### src/rtl/cpu_defs_pkg.sv
// Shared CPU definitions: load-type codes, datapath defaults and the zero register.
// Imported by every MEM/WB block.
package cpu_defs_pkg;

    localparam int DATA_W_DEF = 32;
    localparam int ADDR_W_DEF = 5;
    localparam int CNT_W_DEF  = 32;

    localparam logic [2:0] LDTYPE_LB  = 3'd0;
    localparam logic [2:0] LDTYPE_LBU = 3'd1;
    localparam logic [2:0] LDTYPE_LH  = 3'd2;
    localparam logic [2:0] LDTYPE_LHU = 3'd3;
    localparam logic [2:0] LDTYPE_LW  = 3'd4;

    localparam logic [4:0] ZERO_REG = 5'd0;

endpackage

### src/rtl/mem_wb_stage_if.sv
// MEM->WB bundle plus the register-file write port driven by the WB register.
// master = MEM side / environment, slave = the mem_wb_stage itself.
interface mem_wb_if #(
    parameter int DATA_W = 32,
    parameter int ADDR_W = 5,
    parameter int CNT_W  = 32
);
    logic              stall_i;
    logic              flush_i;
    logic              mem_valid_i;
    logic              mem_wreg_i;
    logic [ADDR_W-1:0] mem_waddr_i;
    logic [DATA_W-1:0] mem_wdata_i;
    logic              mem_load_i;
    logic [2:0]        mem_ldtype_i;
    logic [1:0]        mem_byteoff_i;
    logic [DATA_W-1:0] mem_rdata_i;

    logic              wb_we_o;
    logic [ADDR_W-1:0] wb_waddr_o;
    logic [DATA_W-1:0] wb_wdata_o;
    logic              wb_valid_o;
    logic              wb_alignerr_o;
    logic [CNT_W-1:0]  retire_cnt_o;

    modport master (
        output stall_i, flush_i, mem_valid_i, mem_wreg_i,
        output mem_waddr_i, mem_wdata_i, mem_load_i,
        output mem_ldtype_i, mem_byteoff_i, mem_rdata_i,
        input  wb_we_o, wb_waddr_o, wb_wdata_o,
        input  wb_valid_o, wb_alignerr_o, retire_cnt_o
    );

    modport slave (
        input  stall_i, flush_i, mem_valid_i, mem_wreg_i,
        input  mem_waddr_i, mem_wdata_i, mem_load_i,
        input  mem_ldtype_i, mem_byteoff_i, mem_rdata_i,
        output wb_we_o, wb_waddr_o, wb_wdata_o,
        output wb_valid_o, wb_alignerr_o, retire_cnt_o
    );

endinterface

### src/rtl/mem_wb_stage_load_align.sv
// Load-data formatter: picks the addressed byte/half of a little-endian word,
// extends it, and flags halfword/word accesses that are not naturally aligned.
module load_align
    import cpu_defs_pkg::*;
#(
    parameter int DATA_W = DATA_W_DEF
) (
    input  logic [DATA_W-1:0] rdata,
    input  logic [2:0]        ldtype,
    input  logic [1:0]        byteoff,
    output logic [DATA_W-1:0] data,
    output logic              misaligned
);

    logic [7:0]  byte_sel;
    logic [15:0] half_sel;

    // Lane select: byte by full offset, half by offset bit 1.
    always_comb begin
        byte_sel = 8'h00;
        unique case (byteoff)
            2'd0: byte_sel = rdata[7:0];
            2'd1: byte_sel = rdata[15:8];
            2'd2: byte_sel = rdata[23:16];
            2'd3: byte_sel = rdata[31:24];
        endcase
        half_sel = byteoff[1] ? rdata[31:16] : rdata[15:0];
    end

    // Extension and alignment check; unknown codes behave as a word load.
    always_comb begin
        data       = rdata;
        misaligned = 1'b0;
        case (ldtype)
            LDTYPE_LB: begin
                data = {{(DATA_W-8){byte_sel[7]}}, byte_sel};
            end
            LDTYPE_LBU: begin
                data = {{(DATA_W-8){1'b0}}, byte_sel};
            end
            LDTYPE_LH: begin
                data       = {{(DATA_W-16){half_sel[15]}}, half_sel};
                misaligned = byteoff[0];
            end
            LDTYPE_LHU: begin
                data       = {{(DATA_W-16){1'b0}}, half_sel};
                misaligned = byteoff[0];
            end
            default: begin
                data       = rdata;
                misaligned = (byteoff != 2'b00);
            end
        endcase
    end

endmodule

### src/rtl/mem_wb_stage.sv
// MEM/WB pipeline register: formats load data, suppresses misaligned or $0
// writes, drives the register-file write port and counts retirements.
module mem_wb_stage
    import cpu_defs_pkg::*;
#(
    parameter int DATA_W = DATA_W_DEF,
    parameter int ADDR_W = ADDR_W_DEF,
    parameter int CNT_W  = CNT_W_DEF
) (
    input logic clk,
    input logic rst,
    mem_wb_if.slave bus
);

    logic [DATA_W-1:0] ld_data;
    logic              ld_mis;

    logic              mis;
    logic [DATA_W-1:0] new_data;
    logic              new_we;

    logic              we_q;
    logic [ADDR_W-1:0] waddr_q;
    logic [DATA_W-1:0] wdata_q;
    logic              valid_q;
    logic              alignerr_q;
    logic [CNT_W-1:0]  cnt_q;

    load_align #(
        .DATA_W (DATA_W)
    ) u_align (
        .rdata      (bus.mem_rdata_i),
        .ldtype     (bus.mem_ldtype_i),
        .byteoff    (bus.mem_byteoff_i),
        .data       (ld_data),
        .misaligned (ld_mis)
    );

    // Next-slot contents: loads take formatted data, others pass ALU result.
    always_comb begin
        mis      = bus.mem_load_i & ld_mis;
        new_data = bus.mem_load_i ? ld_data : bus.mem_wdata_i;
        new_we   = bus.mem_wreg_i & ~mis
                 & (bus.mem_waddr_i != ADDR_W'(ZERO_REG));
    end

    // WB register: reset > flush > stall > load-new.
    always_ff @(posedge clk) begin
        if (!rst) begin
            we_q       <= 1'b0;
            waddr_q    <= '0;
            wdata_q    <= '0;
            valid_q    <= 1'b0;
            alignerr_q <= 1'b0;
        end else if (bus.flush_i) begin
            we_q       <= 1'b0;
            waddr_q    <= '0;
            wdata_q    <= '0;
            valid_q    <= 1'b0;
            alignerr_q <= 1'b0;
        end else if (bus.stall_i) begin
            alignerr_q <= 1'b0;
        end else if (!bus.mem_valid_i) begin
            we_q       <= 1'b0;
            waddr_q    <= '0;
            wdata_q    <= '0;
            valid_q    <= 1'b0;
            alignerr_q <= 1'b0;
        end else begin
            we_q       <= new_we;
            waddr_q    <= bus.mem_waddr_i;
            wdata_q    <= new_data;
            valid_q    <= 1'b1;
            alignerr_q <= mis;
        end
    end

    // Retire counter: one per real instruction accepted into WB.
    always_ff @(posedge clk) begin
        if (!rst) begin
            cnt_q <= '0;
        end else if (!bus.flush_i && !bus.stall_i && bus.mem_valid_i) begin
            cnt_q <= cnt_q + CNT_W'(1);
        end
    end

    assign bus.wb_we_o       = we_q;
    assign bus.wb_waddr_o    = waddr_q;
    assign bus.wb_wdata_o    = wdata_q;
    assign bus.wb_valid_o    = valid_q;
    assign bus.wb_alignerr_o = alignerr_q;
    assign bus.retire_cnt_o  = cnt_q;

endmodule
### src/flat_wrapper.sv
// flat-port wrapper written by rule: the top's interface ports become plain ports
module mem_wb_stage_flat import cpu_defs_pkg::*;
#(
    parameter int DATA_W = DATA_W_DEF,
    parameter int ADDR_W = ADDR_W_DEF,
    parameter int CNT_W  = CNT_W_DEF
)
  (clk, rst, bus_stall_i, bus_flush_i, bus_mem_valid_i, bus_mem_wreg_i, bus_mem_waddr_i, bus_mem_wdata_i, bus_mem_load_i, bus_mem_ldtype_i, bus_mem_byteoff_i, bus_mem_rdata_i, bus_wb_we_o, bus_wb_waddr_o, bus_wb_wdata_o, bus_wb_valid_o, bus_wb_alignerr_o, bus_retire_cnt_o);
  mem_wb_if #(.DATA_W(DATA_W), .ADDR_W(ADDR_W), .CNT_W(CNT_W)) bus_i ();
  input logic clk;
  input logic rst;
  input wire logic [$bits(bus_i.stall_i)-1:0] bus_stall_i;
  input wire logic [$bits(bus_i.flush_i)-1:0] bus_flush_i;
  input wire logic [$bits(bus_i.mem_valid_i)-1:0] bus_mem_valid_i;
  input wire logic [$bits(bus_i.mem_wreg_i)-1:0] bus_mem_wreg_i;
  input wire logic [$bits(bus_i.mem_waddr_i)-1:0] bus_mem_waddr_i;
  input wire logic [$bits(bus_i.mem_wdata_i)-1:0] bus_mem_wdata_i;
  input wire logic [$bits(bus_i.mem_load_i)-1:0] bus_mem_load_i;
  input wire logic [$bits(bus_i.mem_ldtype_i)-1:0] bus_mem_ldtype_i;
  input wire logic [$bits(bus_i.mem_byteoff_i)-1:0] bus_mem_byteoff_i;
  input wire logic [$bits(bus_i.mem_rdata_i)-1:0] bus_mem_rdata_i;
  output wire logic [$bits(bus_i.wb_we_o)-1:0] bus_wb_we_o;
  output wire logic [$bits(bus_i.wb_waddr_o)-1:0] bus_wb_waddr_o;
  output wire logic [$bits(bus_i.wb_wdata_o)-1:0] bus_wb_wdata_o;
  output wire logic [$bits(bus_i.wb_valid_o)-1:0] bus_wb_valid_o;
  output wire logic [$bits(bus_i.wb_alignerr_o)-1:0] bus_wb_alignerr_o;
  output wire logic [$bits(bus_i.retire_cnt_o)-1:0] bus_retire_cnt_o;
  assign bus_i.stall_i = bus_stall_i;
  assign bus_i.flush_i = bus_flush_i;
  assign bus_i.mem_valid_i = bus_mem_valid_i;
  assign bus_i.mem_wreg_i = bus_mem_wreg_i;
  assign bus_i.mem_waddr_i = bus_mem_waddr_i;
  assign bus_i.mem_wdata_i = bus_mem_wdata_i;
  assign bus_i.mem_load_i = bus_mem_load_i;
  assign bus_i.mem_ldtype_i = bus_mem_ldtype_i;
  assign bus_i.mem_byteoff_i = bus_mem_byteoff_i;
  assign bus_i.mem_rdata_i = bus_mem_rdata_i;
  assign bus_wb_we_o = bus_i.wb_we_o;
  assign bus_wb_waddr_o = bus_i.wb_waddr_o;
  assign bus_wb_wdata_o = bus_i.wb_wdata_o;
  assign bus_wb_valid_o = bus_i.wb_valid_o;
  assign bus_wb_alignerr_o = bus_i.wb_alignerr_o;
  assign bus_retire_cnt_o = bus_i.retire_cnt_o;
  mem_wb_stage #(.DATA_W(DATA_W), .ADDR_W(ADDR_W), .CNT_W(CNT_W)) u_core (.clk(clk), .rst(rst), .bus(bus_i));
endmodule
### config.mk
export PLATFORM = sky130hd
export DESIGN_NAME = mem_wb_stage_flat
export DESIGN_NICKNAME = d
export VERILOG_FILES = /design/src/rtl/cpu_defs_pkg.sv /design/src/rtl/mem_wb_stage_if.sv /design/src/rtl/mem_wb_stage_load_align.sv /design/src/rtl/mem_wb_stage.sv /design/src/flat_wrapper.sv
export SDC_FILE = /design/constraint.sdc
export NUM_CORES = 1
export LEC_CHECK = 0
export CAP_MARGIN = 20
export CORE_MARGIN = 1
export CORE_UTILIZATION = 35
export CTS_CLUSTER_DIAMETER = 200
export DETAILED_ROUTE_END_ITERATION = 8
export PLACE_DENSITY = 0.7
export RECOVER_POWER = 25
export SLEW_MARGIN = 30
export SYNTH_ARGS = -nofsm -noshare
export SYNTH_HDL_FRONTEND = slang
export SYNTH_SLANG_ARGS = --single-unit
export TNS_END_PERCENT = 10
### constraint.sdc
create_clock -name clk -period 1.7 [get_ports clk]
set_input_delay 0.34 -clock clk [delete_from_list [all_inputs] [get_ports clk]]
set_output_delay 0.34 -clock clk [all_outputs]
set_load 0.02 [all_outputs]
## Yosys cells after proc, flatten, opt, wreduce, memory -nomap -nowiden

Cells that the tools add are included.

- Add/sub/neg operators: 1
- Eq/ne operators: 6
- Mux-type cells: 9
- Bitwise gates (word level): 6
- Reduce and logical (&&, ||, !) cells: 12

Operators with widths:

| operator | number |
|---|---|
| $pmux W32 S4 | 1 |
| $mux W32 | 2 |
| $add A32 B1 Y32 const B | 1 |
| $pmux W8 S4 | 1 |
| $mux W16 | 1 |
| $eq A3 B2 Y1 const B | 2 |
| $reduce_or A2 Y1 | 3 |
| $mux W5 | 1 |
| $reduce_bool A5 Y1 | 1 |
| $eq A2 B2 Y1 const B | 2 |
| $reduce_or A4 Y1 | 1 |
| $and A1 B1 Y1 | 3 |
| $eq A3 B1 Y1 const B | 1 |
| $logic_not A3 Y1 | 1 |
| $not A1 Y1 | 3 |
| $eq A2 B1 Y1 const B | 1 |
| $logic_and A1 B1 Y1 | 2 |
| $logic_not A1 Y1 | 2 |
| $logic_not A2 Y1 | 1 |
| $mux W1 | 2 |
| $pmux W1 S2 | 1 |
| $reduce_bool A2 Y1 | 1 |

- Bits in registers: 72
- Input port bits: 81
- Output and inout port bits: 72
- Logic and storage cells: 40

## Depth between registers and ports, before layout

- Word-level depth: 8
- Gate-level depth with buffers: 7
- Depth with buffers taken out: 5

## By module

A second synthesis with hierarchy kept.

- Cells, all modules: 466
- Area total of the unflattened synthesis: 3875.0 µm²

Modules (own cells, without submodules):

| module | instances | cells an instance | area an instance (µm²) | sequential area each (µm²) |
|---|---|---|---|---|
| mem_wb_stage | 1 | 354 | 3269.4 | 1441.4 |
| load_align | 1 | 112 | 605.6 | 0.0 |

## Least setup slack after synthesis

No wires, ideal clock.

- Kind: reg-to-reg
- From: register u_core.cnt_q[0], in the netlist u_core.bus.retire_cnt_o[0]
- To: register u_core.cnt_q[20], in the netlist u_core.bus.retire_cnt_o[20]
- Library setup time: 0.070 ns
- Data arrival time: 1.742 ns
- Required time: 1.630 ns
- Slack: -0.113 ns
- Cell stages (with the launch flop): 7
- Clock period less this slack: 1.813 ns
- Path through: dfxtp_1 > ha_1 > and4bb_4 > nand4_1 > buf_2 > or4_1 > a21oi_1

- Longest elaborated chain between the ends: 1

RTL lines:

| element | line | RTL |
|---|---|---|
| start: declaration | mem_wb_stage.sv:27 | `logic [CNT_W-1:0] cnt_q;` |
| start signal: assignment | mem_wb_stage.sv:83 | `cnt_q <= cnt_q + CNT_W'(1);` |
| $add A32 B1 Y32 | mem_wb_stage.sv:83 |  |

Every way passes these cells.
A chain may end at the register's enable or synchronous reset.

## Worst setup path in the final report

Same ends and word-level chain as after synthesis.

==> results.cfg <==
[cells_and_area]
finish.utilization = 0.605
antenna_cells = 0
layout_commonest_cell = clkdlybuf4s50_1
fin_cells = 753
drive_gt1_frac = 0.185
final_cell_mix = 115 x clkdlybuf4s50_1, 63 x dfxtp_1, 57 x buf_4
area_growth_pct = 64.8
n_fill_cell = 911
fin_nets = 697

[status]
status = finished clean

[sta]
period_minus_slack_ns = 1.70
slew_headroom = 0.782
clock_skew_ns = 0.0130
rsz0062_at_grt = true
period_share = 0.999
fin_hold_ws_ns = 0.454
setup_violations = 0
slew_viol_final = 0
fmax_mhz = 589
finalHoldViolations = 0
setup_ws_ns = 0.00232
worst_slew_pin_slew_ns = 0.327

[power_and_ir_drop]
p_seq_frac = 0.429
comb_power_share = 0.148
finalPower_mw = 4.02
p_sw_mw = 0.917
internal_power_mw = 3.10
pwr-share-clk = 0.424
ir_drop_v = 0.000513
power.density_nw_per_um2 = 670
leakage_nw = 2.53
switching_share = 0.228

[critical_path]
critPathSlowestCell = or4_1
reg2reg_slack_ns = 0.002
max_stage_delay_ns = 0.39
path_max_fanout = 4
start_kind = flip-flop
critPathBufInv = 1
crit_family = simple AND/OR/NAND/NOR gates
critPathKind = flip-flop to flip-flop
required_ns = 1.98
r2r-end = u_core.bus.retire_cnt_o[20]$_SDFFE_PN0P_
worstPathCellList = ha_4 -> and4bb_4 -> nand4_1 -> buf_4 -> or4_1 -> a21oi_1
cp-end-kind = flip-flop
worstPathArrival_ns = 1.97
worstReg2RegStart = u_core.bus.retire_cnt_o[0]$_SDFFE_PN0P_
reg2reg_depth = 6

[placed_design]
routabilityCongestion = 0.887
dp_cells = 735
io_buffers = 152
post-place-ws_ns = -0.485
dpl.hpwl_um = 9510

[cts]
cts_tree = built
cts_buffer_depth = 2
cts_root_buffer = clkbuf_8
clock_latency_ns = 0.34
clkTransAtPathRegs_ns = 0.08
hold_buffers = 0
cts-buffers-inserted = 9
htree_levels = 3
cts.sink_count = 72

[routing]
route.antenna.remaining_nets = 0
wl_per_cell_um = 16.6
drtIter0Drc = 250
drtPass1Iterations = 5
route.detailed.drc = 0
wirelength_um = 12500
avgViaCountPerCell = 5.49
num_vias = 4135

[global_routing]
grt_usage = 0.228
grt_pass1_vias = 3946
grt_start_max_net_pins = 27
antenna_found_initial = 0
grt_overflow = 0
grt_pass1_wl_um = 19800

[synth]
synth_seq_cells = 72
synth_warnings = 0
yosysSeqAreaShare = 0.396
syn_inst = 409
async_flop_share = 0
synth_edf_count = 0
syn_nets = 491
netlist_area_um2 = 3640
synthDistinctLibCells = 50
syn_area_per_cell_um2 = 8.90
synthFlopType = dfxtp_1

[floorplan]
io-pin-count = 153
start_util = 0.367
die-area_um2 = 10800
die_h_um = 104
rows = 36
core_area_um2 = 9910
die_w_um = 104

[worst_hold_path]
holdPathEnd = u_core.bus.wb_valid_o$_SDFFE_PP0N_
hold_path.class = flip-flop to flip-flop
hold_path.startpoint = u_core.bus.wb_valid_o$_SDFFE_PP0N_
holdPathStages = 2

[flow_run]
drv_cap = 0
==> logic make-up after synthesis <==
kind of cell | synth area share
AOI/OAI and AO/OA | 0.246
muxes | 0.0526
xor gates and xnor gates | 0.0241
DFF | 0.396
buffers and inverters | 0.0478
adders and majority gates | 0.00344
and+or+nand+nor | 0.230
==> synth_stat cells, types with 2 or more instances <==
cell | count | share of area
mux2_2 | 7 | 0.022
nand2b_1 | 3 | 0.0052
buf_2 | 7 | 0.0096
nor2_1 | 16 | 0.017
a21oi_1 | 38 | 0.052
o21ai_0 | 21 | 0.029
a21o_1 | 7 | 0.014
dfxtp_1 | 72 | 0.40
xor2_1 | 8 | 0.019
a222oi_1 | 16 | 0.044
nand3_1 | 11 | 0.015
clkbuf_1 | 20 | 0.021
mux2i_1 | 9 | 0.025
and3_1 | 5 | 0.0086
o31ai_1 | 17 | 0.035
or3_1 | 5 | 0.0086
xnor2_1 | 2 | 0.0048
inv_1 | 11 | 0.011
o221a_2 | 6 | 0.019
nand4_1 | 10 | 0.017
and2_1 | 7 | 0.012
nand2_1 | 38 | 0.039
or4_1 | 18 | 0.037
and4_1 | 4 | 0.0096
a22o_1 | 6 | 0.014
nand4_4 | 2 | 0.012
nor3_1 | 4 | 0.0055
nor2b_1 | 11 | 0.019
o221ai_1 | 7 | 0.017
==> what timing repair did <==
| action | 4_1_cts | 5_1_grt |
|---|---|---|
| setup buffers | 1 | 1 |
| gates resized for setup | 39 | 7 |
| endpoints found under the setup margin | 75 | 17 |
| pin swaps | 2 | 4 |
==> tightest hold or removal path: stages (launching register included) <==
cell and delay [ns]:
dfxtp_1 0.32, nand2_1 0.05, nand2_1 0.04
==> sequential cells by signal, indices dropped and copies added (netlist names) <==
name,count
u_core.bus.retire_cnt_o,32
u_core.bus.wb_wdata_o,32
u_core.bus.wb_waddr_o,5
u_core.bus.wb_alignerr_o,1
u_core.bus.wb_valid_o,1
u_core.bus.wb_we_o,1
==> through the flow <==
stage / setup TNS, ns / area [µm²]
final: 0 / 6000
after global routing: -0.432 / 6000
after CTS: 0 / 6050
after detailed placement: -23.18 / 5800
after global placement: -20.49 / 5800
after floorplan: -0.0200 / 3650
==> power groups by stage <==
| stage | Clock (mW) | Sequential [mW] | Combinational (mW) |
|---|---|---|---|
| 2_1_floorplan | 0 | 1.79 | 0.189 |
| 3_3_place_gp | 0 | 1.76 | 0.593 |
| 3_5_place_dp | 0 | 1.76 | 0.599 |
| 4_1_cts | 1.73 | 1.72 | 0.598 |
| 5_1_grt | 1.81 | 1.73 | 0.634 |
| 6_report | 1.70 | 1.72 | 0.594 |
==> layer usage <==
| metal | routed length (µm) | vias to the layer above | GRT usage |
|---|---|---|---|
| met5 | 0 | - | 0 |
| met2 | 5980 | 195 | 0.395 |
| met1 | 5040 | 1934 | 0.266 |
| met3 | 1110 | 23 | 0.0633 |
| li1 | - | 1983 | - |
| met4 | 369 | 0 | 0.0888 |
==> how the worst max path moves through the flow <==
stage / end / startpoint / cells after the start
2_1_floorplan: u_core.bus.retire_cnt_o[24]$_SDFFE_PN0P_ / u_core.bus.retire_cnt_o[6]$_SDFFE_PN0P_ / 5
3_5_place_dp: u_core.bus.retire_cnt_o[12]$_SDFFE_PN0P_ / bus_flush_i / 6
3_3_place_gp: u_core.bus.retire_cnt_o[18]$_SDFFE_PN0P_ / bus_flush_i / 5
6_report: u_core.bus.retire_cnt_o[20]$_SDFFE_PN0P_ / u_core.bus.retire_cnt_o[0]$_SDFFE_PN0P_ / 6
5_1_grt: u_core.bus.retire_cnt_o[21]$_SDFFE_PN0P_ / u_core.bus.retire_cnt_o[9]$_SDFFE_PN0P_ / 5
4_1_cts: u_core.bus.retire_cnt_o[18]$_SDFFE_PN0P_ / u_core.bus.retire_cnt_o[0]$_SDFFE_PN0P_ / 5
==> cell type report <==
class	instances	area (µm²)	area share
Tap cell	133	166	0.0277
Clock inverter	5	103	0.0171
Sequential cell	72	1460	0.243
Multi-Input combinational cell	296	2040	0.340
Timing Repair Buffer	225	2040	0.340
Clock buffer	11	151	0.0252
Inverter	11	41.3	0.00689
Note: power is estimated with default switching activity, not from simulation.
